[config.mk]
export PLATFORM = sky130hd
export DESIGN_NAME = block_mul_dispatcher
export DESIGN_NICKNAME = d
export VERILOG_FILES = /design/src/rtl/block_mul_dispatcher.sv
export SDC_FILE = /design/constraint.sdc
export NUM_CORES = 1
export LEC_CHECK = 0
export ABC_AREA = 1
export BUFFER_PORTS_ARGS = -buffer_cell sky130_fd_sc_hd__buf_4
export CAP_MARGIN = 20
export CORE_ASPECT_RATIO = 1.1
export CORE_UTILIZATION = 35
export DETAILED_ROUTE_END_ITERATION = 12
export PLACE_DENSITY = 0.51
export SLEW_MARGIN = 20
export SYNTH_ARGS = -nofsm -noshare
export SYNTH_HDL_FRONTEND = slang
export SYNTH_SLANG_ARGS = --single-unit
[constraint.sdc]
create_clock -name clk -period 2.1 [get_ports clk]
set_input_delay 0 -clock clk [delete_from_list [all_inputs] [get_ports clk]]
set_output_delay 0 -clock clk [all_outputs]
set_load 0.1 [all_outputs]
[src/rtl/block_mul_dispatcher.sv]
// Round-robin dispatcher that issues 2x2 block-multiply jobs to NUM_UNITS units and returns tagged completions.
// Define IN_ORDER_EN to force results to leave in issue order (FIFO of issued unit indices).
module block_mul_dispatcher #(
    parameter int NUM_UNITS = 3,
    parameter int UNIT_W    = 2,
    parameter int TAG_W     = 8
) (
    input  logic                 clk,
    input  logic                 reset,
    input  logic                 job_valid,
    output logic                 job_ready,
    input  logic [TAG_W-1:0]     job_tag,
    output logic [NUM_UNITS-1:0] unit_start,
    input  logic [NUM_UNITS-1:0] unit_done,
    output logic [NUM_UNITS-1:0] unit_ack,
    output logic                 res_valid,
    input  logic                 res_ready,
    output logic [TAG_W-1:0]     res_tag,
    output logic [UNIT_W-1:0]    res_unit,
    output logic                 all_idle,
    output logic                 err
);

    typedef enum logic [1:0] {
        UNIT_IDLE = 2'd0,
        UNIT_RUN  = 2'd1
    } unit_state_e;

    unit_state_e            state_q [NUM_UNITS];
    unit_state_e            state_d [NUM_UNITS];
    logic [TAG_W-1:0]       tag_q   [NUM_UNITS];
    logic [TAG_W-1:0]       tag_d   [NUM_UNITS];
    logic [UNIT_W-1:0]      issue_ptr_q, issue_ptr_d;
    logic [NUM_UNITS-1:0]   unit_start_q, unit_start_d;
    logic [NUM_UNITS-1:0]   unit_ack_q, unit_ack_d;
    logic                   res_valid_q, res_valid_d;
    logic [TAG_W-1:0]       res_tag_q, res_tag_d;
    logic [UNIT_W-1:0]      res_unit_q, res_unit_d;
    logic                   err_q, err_d;

    logic [NUM_UNITS-1:0]   idle_vec;
    logic [NUM_UNITS-1:0]   elig_vec;
    logic [UNIT_W-1:0]      done_base;
    logic                   issue_fire;
    logic                   issue_found;
    logic                   done_found;
    logic                   load_ok;
    int                     issue_idx;
    int                     done_idx;
    int                     scan_k;

`ifdef IN_ORDER_EN
    logic [UNIT_W-1:0]      fifo_q [NUM_UNITS];
    logic [UNIT_W-1:0]      fifo_d [NUM_UNITS];
    logic [UNIT_W-1:0]      rd_ptr_q, rd_ptr_d;
    logic [UNIT_W-1:0]      wr_ptr_q, wr_ptr_d;
    logic [UNIT_W:0]        fifo_cnt_q, fifo_cnt_d;
    logic [UNIT_W-1:0]      fifo_head;
`else
    logic [UNIT_W-1:0]      done_ptr_q, done_ptr_d;
`endif

    function automatic logic [UNIT_W-1:0] wrap_inc(input logic [UNIT_W-1:0] p);
        return (p == UNIT_W'(NUM_UNITS - 1)) ? '0 : p + 1'b1;
    endfunction

    always_comb begin
        for (int k = 0; k < NUM_UNITS; k++) begin
            idle_vec[k] = (state_q[k] == UNIT_IDLE);
        end
    end

    assign job_ready = |idle_vec;
    assign all_idle  = (&idle_vec) && !res_valid_q;

    // In in-order mode only the oldest issued unit may complete, so the scan base is irrelevant.
    always_comb begin
        elig_vec  = '0;
        done_base = '0;
`ifdef IN_ORDER_EN
        fifo_head = fifo_q[rd_ptr_q];
        for (int k = 0; k < NUM_UNITS; k++) begin
            elig_vec[k] = (state_q[k] == UNIT_RUN) && unit_done[k] &&
                          (fifo_cnt_q != '0) && (fifo_head == UNIT_W'(k));
        end
`else
        done_base = done_ptr_q;
        for (int k = 0; k < NUM_UNITS; k++) begin
            elig_vec[k] = (state_q[k] == UNIT_RUN) && unit_done[k];
        end
`endif
    end

    always_comb begin
        state_d      = state_q;
        tag_d        = tag_q;
        issue_ptr_d  = issue_ptr_q;
        unit_start_d = '0;
        unit_ack_d   = '0;
        res_valid_d  = res_valid_q;
        res_tag_d    = res_tag_q;
        res_unit_d   = res_unit_q;
        err_d        = err_q;
        issue_found  = 1'b0;
        issue_idx    = 0;
        done_found   = 1'b0;
        done_idx     = 0;
        scan_k       = 0;
`ifdef IN_ORDER_EN
        fifo_d       = fifo_q;
        rd_ptr_d     = rd_ptr_q;
        wr_ptr_d     = wr_ptr_q;
        fifo_cnt_d   = fifo_cnt_q;
`else
        done_ptr_d   = done_ptr_q;
`endif

        for (int i = 0; i < NUM_UNITS; i++) begin
            scan_k = (int'(issue_ptr_q) + i) % NUM_UNITS;
            if (!issue_found && idle_vec[scan_k]) begin
                issue_found = 1'b1;
                issue_idx   = scan_k;
            end
        end
        for (int i = 0; i < NUM_UNITS; i++) begin
            scan_k = (int'(done_base) + i) % NUM_UNITS;
            if (!done_found && elig_vec[scan_k]) begin
                done_found = 1'b1;
                done_idx   = scan_k;
            end
        end

        issue_fire = job_valid && issue_found;
        if (issue_fire) begin
            state_d[issue_idx]      = UNIT_RUN;
            tag_d[issue_idx]        = job_tag;
            unit_start_d[issue_idx] = 1'b1;
            issue_ptr_d             = wrap_inc(UNIT_W'(issue_idx));
`ifdef IN_ORDER_EN
            fifo_d[wr_ptr_q]        = UNIT_W'(issue_idx);
            wr_ptr_d                = wrap_inc(wr_ptr_q);
`endif
        end

        // A unit returns to IDLE on the same edge that raises its ack, so it is reissuable next cycle.
        load_ok = !res_valid_q || res_ready;
        if (load_ok) begin
            if (done_found) begin
                res_valid_d          = 1'b1;
                res_tag_d            = tag_q[done_idx];
                res_unit_d           = UNIT_W'(done_idx);
                unit_ack_d[done_idx] = 1'b1;
                state_d[done_idx]    = UNIT_IDLE;
`ifdef IN_ORDER_EN
                rd_ptr_d             = wrap_inc(rd_ptr_q);
`else
                done_ptr_d           = wrap_inc(UNIT_W'(done_idx));
`endif
            end else begin
                res_valid_d = 1'b0;
            end
        end

`ifdef IN_ORDER_EN
        fifo_cnt_d = fifo_cnt_q + {{UNIT_W{1'b0}}, issue_fire}
                                - {{UNIT_W{1'b0}}, load_ok && done_found};
`endif

        // Done is still legitimately high during the ack cycle; anything else outside RUN is an error.
        for (int k = 0; k < NUM_UNITS; k++) begin
            if (unit_done[k] && (state_q[k] != UNIT_RUN) && !unit_ack_q[k]) begin
                err_d = 1'b1;
            end
        end
    end

    always_ff @(posedge clk or negedge reset) begin
        if (!reset) begin
            for (int k = 0; k < NUM_UNITS; k++) begin
                state_q[k] <= UNIT_IDLE;
                tag_q[k]   <= '0;
            end
            issue_ptr_q  <= '0;
            unit_start_q <= '0;
            unit_ack_q   <= '0;
            res_valid_q  <= 1'b0;
            res_tag_q    <= '0;
            res_unit_q   <= '0;
            err_q        <= 1'b0;
`ifdef IN_ORDER_EN
            for (int k = 0; k < NUM_UNITS; k++) begin
                fifo_q[k] <= '0;
            end
            rd_ptr_q     <= '0;
            wr_ptr_q     <= '0;
            fifo_cnt_q   <= '0;
`else
            done_ptr_q   <= '0;
`endif
        end else begin
            state_q      <= state_d;
            tag_q        <= tag_d;
            issue_ptr_q  <= issue_ptr_d;
            unit_start_q <= unit_start_d;
            unit_ack_q   <= unit_ack_d;
            res_valid_q  <= res_valid_d;
            res_tag_q    <= res_tag_d;
            res_unit_q   <= res_unit_d;
            err_q        <= err_d;
`ifdef IN_ORDER_EN
            fifo_q       <= fifo_d;
            rd_ptr_q     <= rd_ptr_d;
            wr_ptr_q     <= wr_ptr_d;
            fifo_cnt_q   <= fifo_cnt_d;
`else
            done_ptr_q   <= done_ptr_d;
`endif
        end
    end

    assign unit_start = unit_start_q;
    assign unit_ack   = unit_ack_q;
    assign res_valid  = res_valid_q;
    assign res_tag    = res_tag_q;
    assign res_unit   = res_unit_q;
    assign err        = err_q;

endmodule

Word-level counts from Yosys, hierarchy flattened
Cells that the tools add are included.
{"block": "totals", "reg_bits": 52, "output_inout_bits": 20, "word_cells": 146}
{"block": "op_classes", "n_addsub": 6, "div": 6, "magnitude_cmp": 14, "eq_ne": 8, "n_mux": 56, "bitwise": 7, "reduce_logical": 35}
{"op": "$lt 32x4->1 const B", "count": 8}
{"op": "$mux 32", "count": 6}
{"op": "$mod 32x3->32 const B", "count": 4}
{"op": "$ge 32x1->1 const B", "count": 2}
{"op": "$ge 32x3->1 const B", "count": 2}
{"op": "$lt 32x1->1 const B", "count": 2}
{"op": "$mod 3x3->32 const B", "count": 2}
{"op": "$not 32->32", "count": 2}
{"op": "$bwmux 24", "count": 1}
{"op": "$mux 1", "count": 24}
{"op": "$mux 8", "count": 3}
{"op": "$logic_and 1x1->1", "count": 19}
{"op": "$mux 6", "count": 3}
{"op": "$bmux 8 s2", "count": 1}
{"op": "$demux 8 s2", "count": 1}
{"op": "$bmux 1 s2", "count": 6}
{"op": "$mux 3", "count": 3}
{"op": "$demux 2 s2", "count": 2}
{"op": "$logic_not 1->1", "count": 8}
{"op": "$mux 2", "count": 4}
{"op": "$add 2x1->3 const B", "count": 2}
{"op": "$add 2x2->3 const B", "count": 2}
{"op": "$and 6x6->6", "count": 1}
{"op": "$eq 2x1->1 const B", "count": 3}
{"op": "other kinds (14)", "count": 21}

Logic depth before layout (Yosys ltp)
{"block": "logic_depth", "depth_word": 22, "ltp_mapped": 16, "depth_no_buf": 15}

Worst setup path before layout
No wires, ideal clock.
{"block": "synth_path", "path_kind": "reg-to-output", "startpoint": "register res_valid_q, in the netlist res_valid", "endpoint": "output port all_idle", "arrival_ns": 3.783, "required_ns": 2.100, "path_slack_ns": -1.683, "stages_incl_launch_ff": 2, "path_cell_list": "dfrtp_1 nor4_1"}
{"block": "synth_between", "elab_chain_cells": 2}
{"item": "start, declared", "line_no": "36", "text": "logic res_valid_q, res_valid_d;"}
{"item": "start signal, assigned", "line_no": "206", "text": "res_valid_q <= res_valid_d;"}
{"item": "$logic_not 1->1", "line_no": "74", "text": "assign all_idle = (&idle_vec) && !res_valid_q;"}
{"item": "$logic_and 1x1->1", "line_no": "74"}
{"item": "end, declared", "line_no": "20", "text": "output logic all_idle,"}
Every way passes these cells.

Worst setup path in the final report
{"block": "layout_path", "startpoint": "register issue_ptr_q[1]", "endpoint": "register tag_q[8] in the netlist's numbering"}
{"block": "layout_between", "elab_chain_cells": 17}
{"item": "start, declared", "line_no": "33", "text": "logic [UNIT_W-1:0] issue_ptr_q, issue_ptr_d;"}
{"item": "start signal, assigned", "line_no": "203", "text": "issue_ptr_q <= issue_ptr_d;"}
{"item": "branches (longest 17 deep; another with $mod 32x3->32)"}
{"item": "end signal, assigned", "line_no": "202", "text": "tag_q <= tag_d;"}
{"item": "end, declared", "line_no": "31", "text": "logic [TAG_W-1:0] tag_q [NUM_UNITS];"}
Parallel ways; which one is timed is not known. The select of a mux whose other input is x is not followed.
A chain may end at the register's enable or synchronous reset.

==> run summary <==
Status: finished with violations
Failing checks: setup timing
Critical path's slowest cell: dfrtp_2
Total track usage: 19.28%
Multi-input logic area: 0.001849 mm^2
Synth Register Bits: 52
Ys flop type: dfrtp_1
Num CTS Buffers: 5
Synth top area share: 44.03%
Via total after detailed routing: 2785
Placed insts: 553
Core ar.: 0.008040 mm^2
Root Driver: clkbuf_8
Post-DP HPWL: 5445 um
Mapped Area: 0.002955 mm^2
CTS tree: done
Die Ht: 98.38 um
Crit-path max FO: 8
Area grow syn2layout: 51.82%
PnR worst setup slack: -0.05965 ns
Final Max Tran Viols: 0
Fmax: 463.0 MHz
I/O Buffers: 34
Max-slew headroom: 56.04%
Synth warn: 0
Hold Violations, Final: 0
Crit path DAT: 2.36 ns
Crit-path cells: buf_12 -> ha_4 -> inv_2 -> ha_2 -> inv_2 -> ha_4 -> inv_2 -> nand4_1 -> nand2_1 -> nand2_2 -> a21oi_4 -> nand3_4 -> buf_12 -> nand2_4 -> o21ai_2
Fill count: 754
Clock Latency Late Sink: 0.31 ns
Max_cap viols: 0
Grt total ovfl: 0
WP buf/inv: 5
Post-synth top cells: 91 x nand2_1, 52 x dfrtp_1, 46 x inv_1
Worst slew pin tran: 0.6594 ns
CP peak stage delay: 0.45 ns
Mapped Avg Cell Area: 7.944 um^2
H-tree levels: 2
First DRT Iteration DRCs: 78
Post-route minimum period: 2.160 ns
Yosys top cell by area: dfrtp_1
N_diodes: 0
Layout cell share with drive strength beyond 1: 47.26%
Seq/Total Area, Yosys: 44.03%
Post-route insts no fill: 582
Startpoint types: flip-flop
Pin count of the biggest net entering global routing: 53
Final nets: 506
Vias in the first global route: 2719
Syn nets: 405
Unrepaired setup endpoints after global routing: true
Hold WC Path Type: in2reg
Avg WL per Cell: 13.67 um
CTS Buffer Depth: 2
Mean number of vias per cell: 4.785
CTS Sinks: 52
Initial core utilization: 36.76%
Cell variety after synth: 31
Die Area: 0.008816 mm^2
Setup violation total in the final timing report: 17
Initial antenna violation count: 0
Most frequent CP cell: inv_2
Cells after Synth: 372
Final period util: 102.8%
DR pass1 iterations: 4
Largest cells by area after synthesis: dfrtp_1 44%, nand2_1 12%, ha_1 7.6%, nand3_1 7.6%, inv_1 5.8%
Most frequent cell after synthesis: nand2_1
Crit Path Category: reg2reg
Boundary Pins: 35
Final ANT Viol Nets: 0
Post-synth ARST share: 100.0%
Routability cong.: 0.8505
CP required: 2.30 ns
Row count: 34
Post-Route WL: 7958 um
Post-Route Skew: 0.01368 ns
Remaining DRCs: 0
Clock-pin slew on the worst setup and hold paths: 0.09 ns
Chip width: 89.62 um
FF+latch area: 0.001303 mm^2
Delay-heaviest family, CP: adder cells
Number of synthesized flops with an enable pin: 0
First-pass GRT wire length: 13010 um
Critical path endpoint category: flip-flop
-- placed cells by master (no fill, tap or decap), drive strengths merged --
| cell type | count |
|---|---|
| nand2 | 95 |
| buf | 91 |
| dfrtp | 52 |
| inv | 50 |
| nand3 | 49 |
| o21ai | 40 |
| nor2 | 27 |
| ha | 18 |
| a21oi | 12 |
| dlygate4sd3 | 10 |
| or2 | 9 |
| nand4 | 5 |
| clkbuf | 5 |
| clkinv | 2 |
| nand3b | 1 |
| nor3 | 1 |
| a31oi | 1 |
| mux2 | 1 |
| nor4 | 1 |
| a211oi | 1 |
| o221ai | 1 |
| bufinv | 1 |
| clkinvlp | 1 |
-- worst min-delay path, delay by kind of cell --
kind            cells  cell delay (ns)
compound gates      2             0.15
buf+inv             1             0.12
-- metal layers --
layer  vias up  routed length, um  GRT usage, %
met5         -                  0             0
li1       1410                  -             -
met1      1320               3622         26.32
met3        12                216         3.043
met4         0                149         4.274
met2        43               3969         31.88
-- what timing repair did --
item	CTS	global route
buffers inserted	5	5
hold buffers	10	0
endpoints found under the setup margin	39	45
pin swaps	9	17
hold endpoints to repair	77	0
resized for setup	53	74
gates cloned	2	0
-- flip-flops by register name, indices dropped and copies added (netlist names) --
signal,cells
done_base,2
res_unit,2
state_q,6
unit_ack,3
res_tag,8
issue_ptr_q,2
tag_q,24
unit_start,3
err,1
res_valid,1
-- logic make-up (layout without fill, tap and decap cells) --
logic type / after synthesis / in the layout / share of synthesized area, %
mux: 1 / 1 / 0.3810
compound gates: 55 / 55 / 10.97
buf+inv: 59 / 160 / 7.959
fa+ha+maj: 18 / 18 / 7.621
flops: 52 / 52 / 44.03
simple gates: 187 / 188 / 29.04
-- metrics by stage --
step	cell area (um^2)	setup slack (ns)	hold WS [ns]	utilization, %	TNS [ns]
floorplan	2998	-0.01469	-0.2956	-	-0.02938
global placement	3735	-0.08394	0.07953	46.45	-1.793
detailed placement	3735	-0.1221	0.07951	46.45	-3.118
CTS	4187	-0.04113	0.02046	52.07	-0.3902
global route	4487	-0.1773	0.08047	55.80	-3.948
finish	4487	-0.05965	0.02236	55.80	-0.6888
-- path summary, 6_finish.rpt --
check / start / end / slack [ns] / depth (start not counted)
min: unit_done[2] / err$_DFFE_PN0P_ / 0.02 / 3
max in group asynchronous: reset / issue_ptr_q[1]$_DFFE_PN0P_ / 1.37 / 2
min in group asynchronous: reset / tag_q[6]$_DFFE_PN0P_ / 0.25 / 2
min reg2reg: state_q[1]$_DFF_PN0_ / state_q[1]$_DFF_PN0_ / 0.42 / 0
max reg2reg: issue_ptr_q[1]$_DFFE_PN0P_ / tag_q[8]$_DFFE_PN0P_ / -0.06 / 15
max: issue_ptr_q[1]$_DFFE_PN0P_ / tag_q[8]$_DFFE_PN0P_ / -0.06 / 15
-- layout make-up --
class | instances | share of cell area, %
Clock buffer | 5 | 1.534
Multi-Input combinational cell | 262 | 41.22
Timing Repair Buffer | 101 | 19.77
Sequential cell | 52 | 29.03
Tap cell | 108 | 3.012
Clock inverter | 3 | 0.9481
Inverter | 51 | 4.490
Power is left out: the tool's default activity adds up to more than one toggle a clock period on the data nets, which glitch-free logic cannot reach.
